File: src/rtl/calc_display_scan.sv
// Eight-digit 7-segment scanner: frame-coherent snapshot of the digit patterns,
// one-hot-low digit enables with dead-time blanking, and whole-display blink on error.
module calc_display_scan #(
    parameter int         DIV          = 4,
    parameter int         DEAD         = 1,
    parameter int         BLINK_FRAMES = 2,
    parameter logic [1:0] ERR_STATUS   = 2'd2
) (
    input  logic       clock,
    input  logic       reset,
    input  logic [6:0] displays [7:0],
    input  logic [1:0] status,
    output logic [7:0] an,
    output logic [6:0] seg,
    output logic       frame_tick
);

    localparam int CW = $clog2(DIV);
    localparam int FW = (BLINK_FRAMES > 1) ? $clog2(BLINK_FRAMES) : 1;

    localparam logic [CW-1:0] CNT_LAST   = CW'(DIV - 1);
    localparam logic [CW-1:0] DEAD_CNT   = CW'(DEAD);
    localparam logic [FW-1:0] FRAME_LAST = FW'(BLINK_FRAMES - 1);
    localparam logic [7:0]    AN_OFF     = 8'hFF;
    localparam logic [6:0]    SEG_OFF    = 7'h7F;

    logic [CW-1:0] cnt;
    logic [2:0]    idx;
    logic [6:0]    shadow [7:0];
    logic [FW-1:0] frame_cnt;
    logic          blink_off;

    logic frame_end;
    logic in_dead;
    logic in_error;

    assign frame_end = (cnt == CNT_LAST) && (idx == 3'd7);
    assign in_dead   = (DEAD > 0) && (cnt < DEAD_CNT);
    assign in_error  = (status == ERR_STATUS);

    // NOTE: every register below is written with <= so all of them sample the
    // same pre-edge state; blocking assignments here would leak new values forward.
    always_ff @(posedge clock) begin
        if (reset) begin
            cnt        <= '0;
            idx        <= '0;
            frame_cnt  <= '0;
            blink_off  <= 1'b0;
            an         <= AN_OFF;
            seg        <= SEG_OFF;
            frame_tick <= 1'b0;
            // NOTE: the shadow is only eight registers and must read as blank after
            // reset, so it is reset explicitly rather than treated as a RAM.
            for (int i = 0; i < 8; i++) begin
                shadow[i] <= SEG_OFF;
            end
        end else begin
            if (cnt == CNT_LAST) begin
                cnt <= '0;
                idx <= idx + 3'd1;
            end else begin
                cnt <= cnt + CW'(1);
            end

            // Snapshot only at the frame boundary so a digit never changes mid-frame.
            frame_tick <= frame_end;
            if (frame_end) begin
                for (int i = 0; i < 8; i++) begin
                    shadow[i] <= displays[i];
                end
            end

            if (in_dead || blink_off) begin
                an  <= AN_OFF;
                seg <= SEG_OFF;
            end else begin
                an  <= ~(8'b1 << idx);
                seg <= shadow[idx];
            end

            // Leaving error clears the blink phase at once, so re-entry starts "on".
            if (!in_error) begin
                frame_cnt <= '0;
                blink_off <= 1'b0;
            end else if (frame_end) begin
                if (frame_cnt == FRAME_LAST) begin
                    frame_cnt <= '0;
                    blink_off <= ~blink_off;
                end else begin
                    frame_cnt <= frame_cnt + FW'(1);
                end
            end
        end
    end

endmodule

File: config.mk
export PLATFORM = sky130hd
export DESIGN_NAME = calc_display_scan
export DESIGN_NICKNAME = d
export VERILOG_FILES = /design/src/rtl/calc_display_scan.sv
export SDC_FILE = /design/constraint.sdc
export NUM_CORES = 1
export LEC_CHECK = 0
export ABC_AREA = 1
export ABC_CLOCK_PERIOD_IN_PS = 3300
export BUFFER_PORTS_ARGS = -buffer_cell sky130_fd_sc_hd__clkbuf_2
export CORE_MARGIN = 2
export CORE_UTILIZATION = 56
export CTS_BUF_LIST = sky130_fd_sc_hd__clkbuf_2
export DETAILED_ROUTE_END_ITERATION = 10
export GPL_TIMING_DRIVEN = 0
export HOLD_SLACK_MARGIN = 0.15
export PLACE_DENSITY = 0.82
export REMOVE_ABC_BUFFERS = 1
export SLEW_MARGIN = 20
export SYNTH_ARGS = -nofsm -noshare
export SYNTH_HDL_FRONTEND = slang
export SYNTH_SLANG_ARGS = --single-unit
File: constraint.sdc
create_clock -name clock -period 3.3 [get_ports clock]
set_input_delay 0.66 -clock clock [delete_from_list [all_inputs] [get_ports clock]]
set_output_delay 0.66 -clock clock [all_outputs]
set_load 0.005 [all_outputs]
==> out/metrics.csv <==
metric;value;unit
worst hold path type;input port to register;
die height;82.4;um
CTS resizes;0;
post-detailed-route count of antenna-violating nets;0;
Tcrit/Tclk final;79.8;%
1st-pass router iterations;4;
Rel. slew slack;41.1;%
CP arrival;2.85;ns
XOR/XNOR Fraction of Synth Area;0.255;%
Final Instance Count excl. Fillers;517;
NetSw;0.425;mW
Post-Synth Simple-Gate Area;24.8;%
starting density of the core;58.1;%
Num CTS Buffers;9;
largest net degree at the start of global routing;57;
CP Max Fanout;43;
GRT overflow;0;
CTS root buffer;clkbuf_2;
TritonCTS clock tree;done;
Ys Warns;0;
Ports;76;
Antenna diodes;0;
post-synth cell types;21;
first-pass GRT wire length;10.0;mm
CTS Sinks;79;
Pwr Total;1.74;mW
final hold viol count;0;
worst-margin pin slew;0.882;ns
vias in the first global route;2247;
H-tree depth;3;
Data required, critical path;3.52;ns
unrepaired setup endpoints after global routing;no;
Leak;1.76;nW
post-synth top area cell;edfxtp_1;
hold slack final;0.369;ns
maximum clock frequency;380;MHz
maximum VDD drop;0.000226;V
Hold Buf Count CTS;0;
Worst-path clk slew;0.21;ns
share of post-route cells with drive strength above 1;24.9;%
Synth Area in Compound Gates;0.582;%
GPL Wtd Cong;0.734;
Startpoint Class;register;
Vias;2473;
Detailed Route Iter0 Violations;206;
min Tclk post-route;2.63;ns
DPL Wire Length;4.00;mm
Max clock buf depth;2;
Row Count;28;
final net count;505;
PortBufs;75;
Fill cells;496;
clock latency on the worst-skew pair;0.49;ns
Synth-to-Final Area Change;14.0;%
Routed WL;6.36;mm
Seq pwr share;62.8;%
Routed wire per std cell;12.3;um
largest family of logic cells by synthesized area;simple AND/OR/NAND/NOR gates;
# Max-Cap Violations;0;
Synth Instances;366;
post-synthesis sequential area ratio;62.3;%
vias per cell;4.78;
area share of the largest cell type after synthesis;48.9;%
status;finished clean;
Inst Count DP;501;
Mapped Avg Cell Area;9.39;um2
Clock power frac;28.7;%
die footprint;0.00678;mm2
Final Skew;0.0188;ns
Final setup viols;0;
All-Layer GR Usage;20.1;%
top post-synthesis cells by area;edfxtp_1, nand2_1, dfxtp_1;
Cell Pwr Density;444;mW/mm2
critical path class;register to register;
initial antenna violation count;0;
Synth Area in Adders;2.91;%
Sw Share;24.4;%
cell area after synthesis;0.00344;mm2
Internal;1.32;mW
Remaining DRCs;0;
die width;82.4;um
mux contribution to synthesized area;0;%
critical path endpoint category;register;
#FFs+latches synth;79;
fin. max-slew vios;0;
combinational share of power;8.5;%
CORE AREA;0.00592;mm2
Post-CTS Setup Bufs;0;
==> cell type report <==
| type | instances | area, um2 | area share [%] |
|---|---|---|---|
| inverter | 57 | 214 | 5.46 |
| clock inverter | 5 | 48.8 | 1.24 |
| timing repair buffer | 75 | 375 | 9.58 |
| multi-input combinational | 215 | 990 | 25.2 |
| tap | 75 | 93.8 | 2.39 |
| sequential | 79 | 2140 | 54.7 |
| clock buffer | 11 | 55.1 | 1.40 |
==> state kept, by name, indices dropped and copies added, names as in the netlist <==
signal,count
idx,3
an,8
shadow,56
cnt,2
seg,7
frame_tick,1
blink_off,1
frame_cnt,1
==> layout by cell type (no fill, tap or decap), drive strengths merged, types with 4 or more instances in the layout <==
cell / synthesis / routed
or2: 14 / 14
clkinv: 0 / 4
ha: 8 / 8
clkbuf: 1 / 86
inv: 57 / 57
dfxtp: 23 / 23
edfxtp: 56 / 56
nand3: 28 / 28
nor2: 9 / 9
nand2: 147 / 147
==> critical path, stage by stage, from the launching register on <==
cell and delay, ns:
dfxtp_1 0.84, ha_1 0.30, ha_1 0.18, nand2_1 0.16, nor2_4 0.72, nand2_1 0.16
==> logic make-up (layout without fill, tap and decap cells) <==
kind of cell | Yosys count | after routing
compound gates | 4 | 4
flops | 79 | 79
buf+inv | 72 | 148
simple gates | 202 | 202
xor+xnor | 1 | 1
fa+ha+maj | 8 | 8
==> per-stage QoR <==
stage	area, um2	setup TNS, ns	util (%)	worst slack [ns]
floorplan	3340	0	-	0.309
global placement	3810	-23.34	64.3	-0.419
detailed placement	3810	0	64.4	0.353
CTS	3920	0	66.2	0.340
global route	3920	0	66.2	0.431
finish	3920	0	66.2	0.666
==> metal layers <==
layer / vias up / global-route usage, % / wire (um)
li1: 1271 / - / -
met1: 1107 / 26.2 / 2780
met2: 88 / 32.2 / 3070
met3: 7 / 4.46 / 449
met4: 0 / 9.33 / 62
met5: - / 0 / 0
==> path summary, 6_finish.rpt <==
kind | start | cells after the start | to | slack (ns)
setup / recovery | idx[1] | 5 | shadow[0][6] | 0.67
hold / removal | status[1] | 3 | blink_off | 0.37
setup reg to reg | idx[1] | 5 | shadow[0][6] | 0.67
hold reg to reg | cnt[0] | 1 | cnt[0] | 0.47
==> cells in the mapped netlist <==
cell type  count
a21oi_1        3
nor2_1         6
nand3_1       28
xnor2_1        1
dfxtp_1       23
nor3_1         1
buf_2          5
or2_2         14
o21ai_0        1
nand2_1      147
nor2_4         1
nand3b_1       1
edfxtp_1      56
inv_1         56
clkbuf_1       1
buf_6          1
buf_4          8
nor2_2         2
ha_1           8
inv_2          1
nor3b_1        2
==> power groups by stage <==
stage | combinational [mW] | clock [mW] | sequential (mW)
2_1_floorplan | 0.0841 | 0 | 1.11
3_3_place_gp | 0.143 | 0 | 1.11
3_5_place_dp | 0.149 | 0 | 1.11
4_1_cts | 0.151 | 0.501 | 1.09
5_1_grt | 0.170 | 0.540 | 1.10
6_report | 0.148 | 0.500 | 1.09
Power figures use the tool's default switching activity.
